**config.mk**
```make
export PLATFORM = sky130hd
export DESIGN_NAME = wb_intercon_rr
export DESIGN_NICKNAME = d
export VERILOG_FILES = /design/src/rtl/wb_intercon_rr_pkg.sv /design/src/rtl/wb_intercon_rr_arbiter.sv /design/src/rtl/wb_intercon_rr.sv
export SDC_FILE = /design/constraint.sdc
export NUM_CORES = 1
export LEC_CHECK = 0
export CORE_AREA = 2 2 212 214
export DETAILED_ROUTE_END_ITERATION = 10
export DIE_AREA = 0 0 214 216
export GPL_ROUTABILITY_DRIVEN = 1
export GPL_TIMING_DRIVEN = 0
export MAX_ROUTING_LAYER = met4
export PLACE_DENSITY_LB_ADDON = 0.15
export SLEW_MARGIN = 20
export SYNTH_ARGS = -nofsm -noshare
export SYNTH_HDL_FRONTEND = slang
export SYNTH_SLANG_ARGS = --single-unit
```
**constraint.sdc**
```tcl
create_clock -name clk -period 3.61 [get_ports clk]
set_clock_uncertainty 0.05 [all_clocks]
set_input_delay 0.722 -clock clk [delete_from_list [all_inputs] [get_ports clk]]
set_output_delay 0.722 -clock clk [all_outputs]
set_load 0.005 [all_outputs]
```
**src/rtl/wb_intercon_rr_pkg.sv**
```systemverilog
// Shared definitions for the round-robin Wishbone interconnect:
// bus ownership states and an index-width helper.
package wb_intercon_rr_pkg;

    typedef enum logic [0:0] {
        ST_IDLE = 1'b0,
        ST_OWN  = 1'b1
    } bus_state_e;

    // Bits needed to hold an index in 0..n-1, never less than one.
    function automatic int clog2_min1(input int n);
        int r;
        r = 0;
        while ((1 << r) < n) begin
            r++;
        end
        if (r < 1) begin
            r = 1;
        end
        return r;
    endfunction

endpackage

```
**src/rtl/wb_intercon_rr_arbiter.sv**
```systemverilog
// Round-robin request picker: the first requester strictly above the last
// owner wins, otherwise the scan wraps to the lowest requester.
module wb_rr_arbiter
    import wb_intercon_rr_pkg::*;
#(
    parameter int N  = 4,
    parameter int IW = clog2_min1(N)
) (
    input  logic [N-1:0]  req_i,
    input  logic [IW-1:0] last_i,
    output logic [N-1:0]  gnt_o,
    output logic [IW-1:0] idx_o,
    output logic          valid_o
);

    always_comb begin
        gnt_o   = '0;
        idx_o   = '0;
        valid_o = 1'b0;
        for (int k = 0; k < N; k++) begin
            if (!valid_o && req_i[k] && (IW'(k) > last_i)) begin
                gnt_o[k] = 1'b1;
                idx_o    = IW'(k);
                valid_o  = 1'b1;
            end
        end
        // Wrap-around pass: nobody above the last owner was requesting.
        for (int k = 0; k < N; k++) begin
            if (!valid_o && req_i[k] && (IW'(k) <= last_i)) begin
                gnt_o[k] = 1'b1;
                idx_o    = IW'(k);
                valid_o  = 1'b1;
            end
        end
    end

endmodule

```
**src/rtl/wb_intercon_rr.sv**
```systemverilog
// Shared-bus Wishbone interconnect: N_M masters arbitrated round-robin onto
// N_S slaves selected by base/mask decode, with unmapped and timeout errors.
module wb_intercon_rr
    import wb_intercon_rr_pkg::*;
#(
    parameter int                   N_M     = 4,
    parameter int                   N_S     = 4,
    parameter int                   ADR_W   = 32,
    parameter int                   DAT_W   = 32,
    parameter logic [N_S*ADR_W-1:0] S_BASE  = {N_S{32'h0}},
    parameter logic [N_S*ADR_W-1:0] S_MASK  = {N_S{32'hC0000000}},
    parameter int                   TIMEOUT = 255
) (
    input  logic                       clk,
    input  logic                       rst,
    input  logic [N_M*ADR_W-1:0]       m_adr_i,
    input  logic [N_M*DAT_W-1:0]       m_dat_i,
    input  logic [N_M*(DAT_W/8)-1:0]   m_sel_i,
    input  logic [N_M-1:0]             m_we_i,
    input  logic [N_M-1:0]             m_cyc_i,
    input  logic [N_M-1:0]             m_stb_i,
    output logic [DAT_W-1:0]           m_dat_o,
    output logic [N_M-1:0]             m_ack_o,
    output logic [N_M-1:0]             m_err_o,
    output logic [ADR_W-1:0]           s_adr_o,
    output logic [DAT_W-1:0]           s_dat_o,
    output logic [DAT_W/8-1:0]         s_sel_o,
    output logic                       s_we_o,
    output logic [N_S-1:0]             s_cyc_o,
    output logic [N_S-1:0]             s_stb_o,
    input  logic [N_S*DAT_W-1:0]       s_dat_i,
    input  logic [N_S-1:0]             s_ack_i,
    output logic [N_M-1:0]             gnt_o
);

    localparam int SEL_W = DAT_W / 8;
    localparam int IW    = clog2_min1(N_M);
    localparam int TW    = clog2_min1(TIMEOUT + 1);
    localparam bit T_EN  = (TIMEOUT != 0);
    localparam logic [TW-1:0] T_LAST = TW'((TIMEOUT == 0) ? 0 : TIMEOUT - 1);

    bus_state_e     state_q, state_d;
    logic [N_M-1:0] gnt_q, gnt_d;
    logic [IW-1:0]  gidx_q, gidx_d;
    logic [IW-1:0]  last_q, last_d;
    logic [TW-1:0]  tcnt_q, tcnt_d;
    logic           uerr_q, uerr_d;
    logic           useen_q, useen_d;

    logic [N_M-1:0] arb_gnt;
    logic [IW-1:0]  arb_idx;
    logic           arb_valid;

    logic             own, cyc_g, stb_g, acc;
    logic [ADR_W-1:0] bus_adr;
    logic [DAT_W-1:0] bus_dat;
    logic [SEL_W-1:0] bus_sel;
    logic             bus_we;
    logic [N_S-1:0]   hit_sel;
    logic             any_hit;
    logic [DAT_W-1:0] rd_dat;
    logic             ack_raw, ack_ok, tmo_fire;

    wb_rr_arbiter #(
        .N  (N_M),
        .IW (IW)
    ) u_arb (
        .req_i   (m_cyc_i),
        .last_i  (last_q),
        .gnt_o   (arb_gnt),
        .idx_o   (arb_idx),
        .valid_o (arb_valid)
    );

    assign own   = (state_q == ST_OWN);
    assign cyc_g = |(m_cyc_i & gnt_q);
    assign stb_g = |(m_stb_i & gnt_q);
    assign acc   = own & cyc_g & stb_g;

    // One-hot AND-OR mux of the granted master; all zero while no grant.
    always_comb begin
        bus_adr = '0;
        bus_dat = '0;
        bus_sel = '0;
        bus_we  = 1'b0;
        for (int k = 0; k < N_M; k++) begin
            bus_adr = bus_adr | (m_adr_i[k*ADR_W +: ADR_W] & {ADR_W{gnt_q[k]}});
            bus_dat = bus_dat | (m_dat_i[k*DAT_W +: DAT_W] & {DAT_W{gnt_q[k]}});
            bus_sel = bus_sel | (m_sel_i[k*SEL_W +: SEL_W] & {SEL_W{gnt_q[k]}});
            bus_we  = bus_we  | (m_we_i[k] & gnt_q[k]);
        end
    end

    // Lowest-index hit wins when address windows overlap.
    always_comb begin
        hit_sel = '0;
        any_hit = 1'b0;
        for (int i = 0; i < N_S; i++) begin
            if (!any_hit &&
                ((bus_adr & S_MASK[i*ADR_W +: ADR_W]) == S_BASE[i*ADR_W +: ADR_W])) begin
                hit_sel[i] = 1'b1;
                any_hit    = 1'b1;
            end
        end
    end

    always_comb begin
        rd_dat = '0;
        for (int i = 0; i < N_S; i++) begin
            rd_dat = rd_dat | (s_dat_i[i*DAT_W +: DAT_W] & {DAT_W{hit_sel[i]}});
        end
    end

    assign ack_raw  = |(s_ack_i & hit_sel);
    assign tmo_fire = T_EN && acc && any_hit && (tcnt_q == T_LAST);
    // A slave ack landing on the timeout cycle is dropped; the error wins.
    assign ack_ok   = acc & any_hit & ack_raw & ~tmo_fire;

    assign s_adr_o = bus_adr;
    assign s_dat_o = bus_dat;
    assign s_sel_o = bus_sel;
    assign s_we_o  = bus_we;
    assign s_cyc_o = {N_S{own & cyc_g}} & hit_sel;
    assign s_stb_o = {N_S{acc & ~tmo_fire}} & hit_sel;
    assign m_dat_o = own ? rd_dat : '0;
    assign m_ack_o = {N_M{ack_ok}} & gnt_q;
    assign m_err_o = {N_M{uerr_q | tmo_fire}} & gnt_q;
    assign gnt_o   = gnt_q;

    always_comb begin
        state_d = state_q;
        gnt_d   = gnt_q;
        gidx_d  = gidx_q;
        last_d  = last_q;
        case (state_q)
            ST_IDLE: begin
                if (arb_valid) begin
                    state_d = ST_OWN;
                    gnt_d   = arb_gnt;
                    gidx_d  = arb_idx;
                end
            end
            ST_OWN: begin
                if (!cyc_g) begin
                    state_d = ST_IDLE;
                    gnt_d   = '0;
                    last_d  = gidx_q;
                end
            end
            default: begin
                state_d = ST_IDLE;
                gnt_d   = '0;
            end
        endcase
    end

    // Stall counter only runs on mapped strobes; unmapped ones get their own error.
    always_comb begin
        tcnt_d = '0;
        if (T_EN && acc && any_hit && !ack_raw && !tmo_fire) begin
            tcnt_d = tcnt_q + TW'(1);
        end
        useen_d = acc & ~any_hit;
        uerr_d  = acc & ~any_hit & ~useen_q;
    end

    always_ff @(posedge clk) begin
        if (rst) begin
            state_q <= ST_IDLE;
            gnt_q   <= '0;
            gidx_q  <= '0;
            last_q  <= IW'(N_M - 1);
            tcnt_q  <= '0;
            uerr_q  <= 1'b0;
            useen_q <= 1'b0;
        end else begin
            state_q <= state_d;
            gnt_q   <= gnt_d;
            gidx_q  <= gidx_d;
            last_q  <= last_d;
            tcnt_q  <= tcnt_d;
            uerr_q  <= uerr_d;
            useen_q <= useen_d;
        end
    end

endmodule

```
# Word level (Yosys, flattened, before mapping)
# Index checks and enable logic that the tools add are counted.
[op_classes]
n_reduce_logical = 42
order_cmp = 8
muxes = 36
n_bitwise = 57
add_sub_neg = 1
n_eq_ne = 3
[op_table]
columns = ["operator", "n"]
rows = [
  ["$and A32 B32 Y32", 12],
  ["$or A32 B32 Y32", 9],
  ["$and A4 B4 Y4", 11],
  ["$logic_not A32 Y1", 1],
  ["$mux W32", 1],
  ["$mux W1", 25],
  ["$logic_and A1 B1 Y1", 22],
  ["$and A1 B1 Y1", 12],
  ["$logic_not A1 Y1", 12],
  ["$mux W2", 6],
  ["$or A4 B4 Y4", 3],
  ["$reduce_or A4 Y1", 3],
  ["$add A8 B1 Y8 const B", 1],
  ["$eq A8 B8 Y1 const B", 1],
  ["$mux W4", 2],
  ["$pmux W4 S2", 1],
  ["$not A1 Y1", 6],
  ["$reduce_and A2 Y1", 3],
  ["$gt A1 B2 Y1 const A", 2],
  ["$gt A2 B2 Y1 const A", 2],
  ["$le A1 B2 Y1 const A", 2],
  ["$le A2 B2 Y1 const A", 2],
  ["$ne A2 B2 Y1 const B", 2],
  ["$or A1 B1 Y1", 4],
  ["other kinds (2)", 2],
]
[totals]
reg_bits = 19
out_inout_bits = 121
inputBits = 418
word_cells = 154

# Logic depth before layout (Yosys ltp)
[depth]
word_depth = 33
ltp_mapped = 7
ltp_nobuf = 6

# Modules after synthesis
# From an unflattened synthesis, not the netlist that was laid out.
[hier_totals]
cells_unflattened = 421
hier_area_um2 = 2811.4
[modules_own_cells]
columns = ["mod", "seq_area_each_um2", "area_each_um2", "instances", "cells_per_inst"]
rows = [
  ["wb_intercon_rr", 380.4, 2577.5, 1, 387],
  ["wb_rr_arbiter", 0.0, 234.0, 1, 34],
]

# Worst setup path after synthesis
# OpenSTA, ideal clock, no wires.
[synth_timing]
path_type = "input to output"
start = "in m_adr_i[126]"
end = "out m_dat_o[10]"
path_slack_ns = 1.128
required_ns = 2.838
t_arrival_ns = 1.710
path_buffers = 1
stages = 6
cell_sequence = "a22oi_1 -> and2_2 -> inv_1 -> nor3_4 -> buf_6 -> and2_1"
[synth_via]
elab_chain_cells = 16
elab_cells_between_ends = 23
classes_between = "mux: 7; bitwise: 9; reduce/logical: 7"
[synth_rtl]
columns = ["element", "line", "rtl"]
rows = [
  ["start, declared", "wb_intercon_rr.sv:16", "input logic [N_M*ADR_W-1:0] m_adr_i,"],
  ["$and A32 B32 Y32 *", "wb_intercon_rr.sv:87", "bus_adr = bus_adr | (m_adr_i[k*ADR_W +: ADR_W] & {ADR_W{gnt_q[k]}});"],
  ["$or A32 B32 Y32 *", "wb_intercon_rr.sv:87", ""],
  ["via s_adr_o[30]", "wb_intercon_rr.sv:25", "output logic [ADR_W-1:0] s_adr_o,"],
  ["$logic_not A32 Y1 *", "wb_intercon_rr.sv:100", "((bus_adr & S_MASK[i*ADR_W +: ADR_W]) == S_BASE[i*ADR_W +: ADR_W])) begin"],
  ["$mux W1", "wb_intercon_rr.sv:99", "if (!any_hit &&"],
  ["$logic_not A1 Y1", "wb_intercon_rr.sv:99", ""],
  ["$logic_and A1 B1 Y1", "wb_intercon_rr.sv:99", ""],
  ["$mux W1", "wb_intercon_rr.sv:99", ""],
  ["$logic_not A1 Y1", "wb_intercon_rr.sv:99", ""],
  ["$logic_and A1 B1 Y1", "wb_intercon_rr.sv:99", ""],
  ["$mux W1", "wb_intercon_rr.sv:99", ""],
  ["$logic_not A1 Y1", "wb_intercon_rr.sv:99", ""],
  ["$logic_and A1 B1 Y1", "wb_intercon_rr.sv:99", ""],
  ["$mux W1", "wb_intercon_rr.sv:99", ""],
  ["$and A32 B32 Y32", "wb_intercon_rr.sv:110", "rd_dat = rd_dat | (s_dat_i[i*DAT_W +: DAT_W] & {DAT_W{hit_sel[i]}});"],
  ["$or A32 B32 Y32 *", "wb_intercon_rr.sv:110", ""],
  ["$mux W32 *", "wb_intercon_rr.sv:125", "assign m_dat_o = own ? rd_dat : '0;"],
  ["end, declared", "wb_intercon_rr.sv:22", "output logic [DAT_W-1:0] m_dat_o,"],
]
# Mark *: on every way through the listed nets, which the timed path passes. The rest lies on a longest branch.

# Worst setup path in the final report
[layout_timing]
start = "reg gnt_q[2] (netlist: gnt_o[2])"
end = "out s_dat_o[27]"
[layout_via]
elab_chain_cells = 3
[layout_rtl]
columns = ["element", "line", "rtl"]
rows = [
  ["start, declared", "wb_intercon_rr.sv:43", "logic [N_M-1:0] gnt_q, gnt_d;"],
  ["start signal, assigned", "wb_intercon_rr.sv:178", "gnt_q <= gnt_d;"],
  ["$and A32 B32 Y32", "wb_intercon_rr.sv:88", "bus_dat = bus_dat | (m_dat_i[k*DAT_W +: DAT_W] & {DAT_W{gnt_q[k]}});"],
  ["$or A32 B32 Y32 (2 in a row)", "wb_intercon_rr.sv:88", ""],
  ["end, declared", "wb_intercon_rr.sv:26", "output logic [DAT_W-1:0] s_dat_o,"],
]
# No other way between the ends.

==> results.md <==
* Post-Syn Area at 0.00276 mm2
* CP startpoint kind: flop
* Mapped Avg Cell Area at 6.78 um2
* Die width at roughly 210 um
* Die ar. at 0.0462 mm2
* Worst hold slack at 348 ps
* Finished Layout Cells at 1448
* Synth area leader: a22oi_1
* FFs w/ async S/R, synth at 0%
* Yosys reg bits at 19
* PortBufs at 433
* GRT overflow at 0
* Final period util at 96.7%
* H-tree lvl count at 1
* Total wire length at roughly 26000 um
* Die Ht at around 220 um
* Slew @ Worst Pin at slightly below 900 ps
* Global-route wire length before repair at 36200 um
* Post-Place Cells at 1437
* Area of the core at 0.0438 mm2
* Setup crit end kind: output port
* Clock period minus worst slack at 3490 ps
* Worst Path Max Fanout at 10
* Crit Path Class: flop to output port
* Initial Util at 6.30%
* Area occupied by registers at 380 um2
* Multi-input combinational cell area at around 0.0022 mm2
* Yosys warns at 0
* Synth top cells by count: a22oi_1 (140), nand2_1 (76), and2_1 (35)
* PwrDens at approximately 190 mW/mm2
* Fin. Hold Viols at 0
* Vias at 5012
* FF-to-FF setup slack at ~1600 ps
* Root Buffer: clkbuf_16
* Worst relative slew slack at a little over two fifths
* HPWL Detailed at 21700 um
* Post-route ant nets at 0
* Worst-path clk slew at 60 ps
* Req. time, crit path at 2840 ps
* Synth top area share at 38.1%
* Fmax at between 0.2 and 0.3 GHz
* Slew Limit Fails at 0
* Most frequent cell after synthesis: a22oi_1
* Max Cap Viol at 0
* Clock Path Buffers at 2
* LEAKAGE at 2.93 nW
* RSZ-0062 raised after global routing: false
* Largest net degree at the start of global routing at 11
* # setup viols final at 0
* Fill count at 4961
* Later-pin clock latency in the skew report at 250 ps
* Status: completed
* Drt wl/cell at 18.0 um
* Total CTS buffers at 3
* Worst hold path type: flop to flop
* Top FF cell, synth: dfxtp_1
* CP Data Arrival Time at 2720 ps
* IO Pins at 539
* Row cnt at 77
* Total track usage at 10.9%
* Final routed DRC violation total at 0
* VDD IR max at between 0.15 and 0.2 mV
* Number of enable flip-flop cells after synthesis at 0
* Sequential cell area fraction in the yosys report at 13.8%
* Netlist cell types at 43
* Synth Instances at 407
* Number of global-route vias before repair at 5261
* DR iter-0 viols at 251
* Area growth from synthesis to layout at 190%
* Final #Nets at 1275
* Vias per cell at 3.46
* CTS tree: yes
* Clock sinks at 19
* Initial antenna violation count at 2
* Layout cell share with drive strength beyond 1 at 3.86%
* First drt pass iteration count at 4
* Final Wtd Congestion at 0.846
* Main area contributors after synthesis: a22oi_1 (38%), dfxtp_1 (14%), nand2_1 (10%), and2_1 (7.9%), nor2_1 (2.6%)
worst max-delay path, stage by stage, from the launching register on:
cell             delay, ps
dfxtp_1                370
buf_4                  270
clkdlybuf4s15_1        800
a22oi_1                310
nand2_1                150
clkdlybuf4s50_1        560
area by class of cell:
cell class / instances / area share (%)
sequential: 19 / 4.75
buffer: 44 / 3.00
multi-input combinational: 342 / 27.1
tap: 592 / 9.25
antenna: 2 / 0.0625
timing repair buffer: 438 / 54.5
clock buffer: 4 / 0.984
inverter: 7 / 0.328
final timing paths:
path,start,end,cells after the start
worst max register to register,gnt_o[3],tcnt_q[3],7
worst min register to register,useen_q,uerr_q,1
worst min-delay path,useen_q,uerr_q,1
worst max-delay path,gnt_o[2],s_dat_o[27],5
per-layer routing:
layer  routed length, um  GRT usage [%]
met1               10500           12.3
met2               13200           19.4
met3                1890           2.71
met4                 422           2.00
met5                   0              -
sequential cells by signal, indices dropped and copies added (netlist names):
name     flops
uerr_q       1
last_q       2
useen_q      1
own          1
gnt_o        4
tcnt_q       8
gidx_q       2
through the flow:
stage / TNS, ps / util, % / area [um2] / worst slack, ps / total power (W)
2_1_floorplan: 0 / - / 2780 / 1130 / 0.000519
5_1_grt: 0 / 18.3 / 8010 / 4.23 / 0.00159
3_5_place_dp: -3060 / 17.9 / 7860 / -170 / 0.00128
6_report: 0 / 18.3 / 8010 / 119 / 0.00150
3_3_place_gp: -3550 / 17.9 / 7850 / -162 / 0.00128
4_1_cts: 0 / 18.2 / 7980 / 3.44 / 0.00152
logic make-up after synthesis:
family,count (synthesis),synth area share [%]
compound gates,165,45.6
simple gates,163,28.7
buf+inv,51,8.93
flops,19,13.8
xor+xnor,6,1.90
fa+ha+maj,2,0.906
other cells,1,0.136
cells in the final DEF (no fill, tap or decap), types with 3 or more instances in the layout:
cell	instances
a211o_1	3
a21oi_1	8
a22oi_1	140
and2_1	35
buf_1	11
buf_2	3
buf_4	13
buf_6	3
clkbuf_1	17
clkbuf_16	3
clkdlybuf4s15_1	3
clkdlybuf4s50_1	429
conb_1	6
dfxtp_1	19
dlygate4sd2_1	4
inv_1	6
nand2_1	76
nand3_1	10
nor2_1	19
nor2b_1	5
nor3_1	5
o21ai_0	3
xor2_1	5
repair_timing:
item,4_1_cts,5_1_grt
hold buffers,0,0
pin swaps,3,0
setup buffers,4,1
resized for setup,7,5
endpoints found under the setup margin,38,14
where the power goes:
part           internal (W)  total (W)  leakage, nW  switching [W]
registers          0.000220   0.000229        0.155     0.00000920
logic              0.000652    0.00104         2.73       0.000390
clock network      0.000150   0.000229       0.0382      0.0000790
No activity file was read; power rests on OpenSTA's default activity.
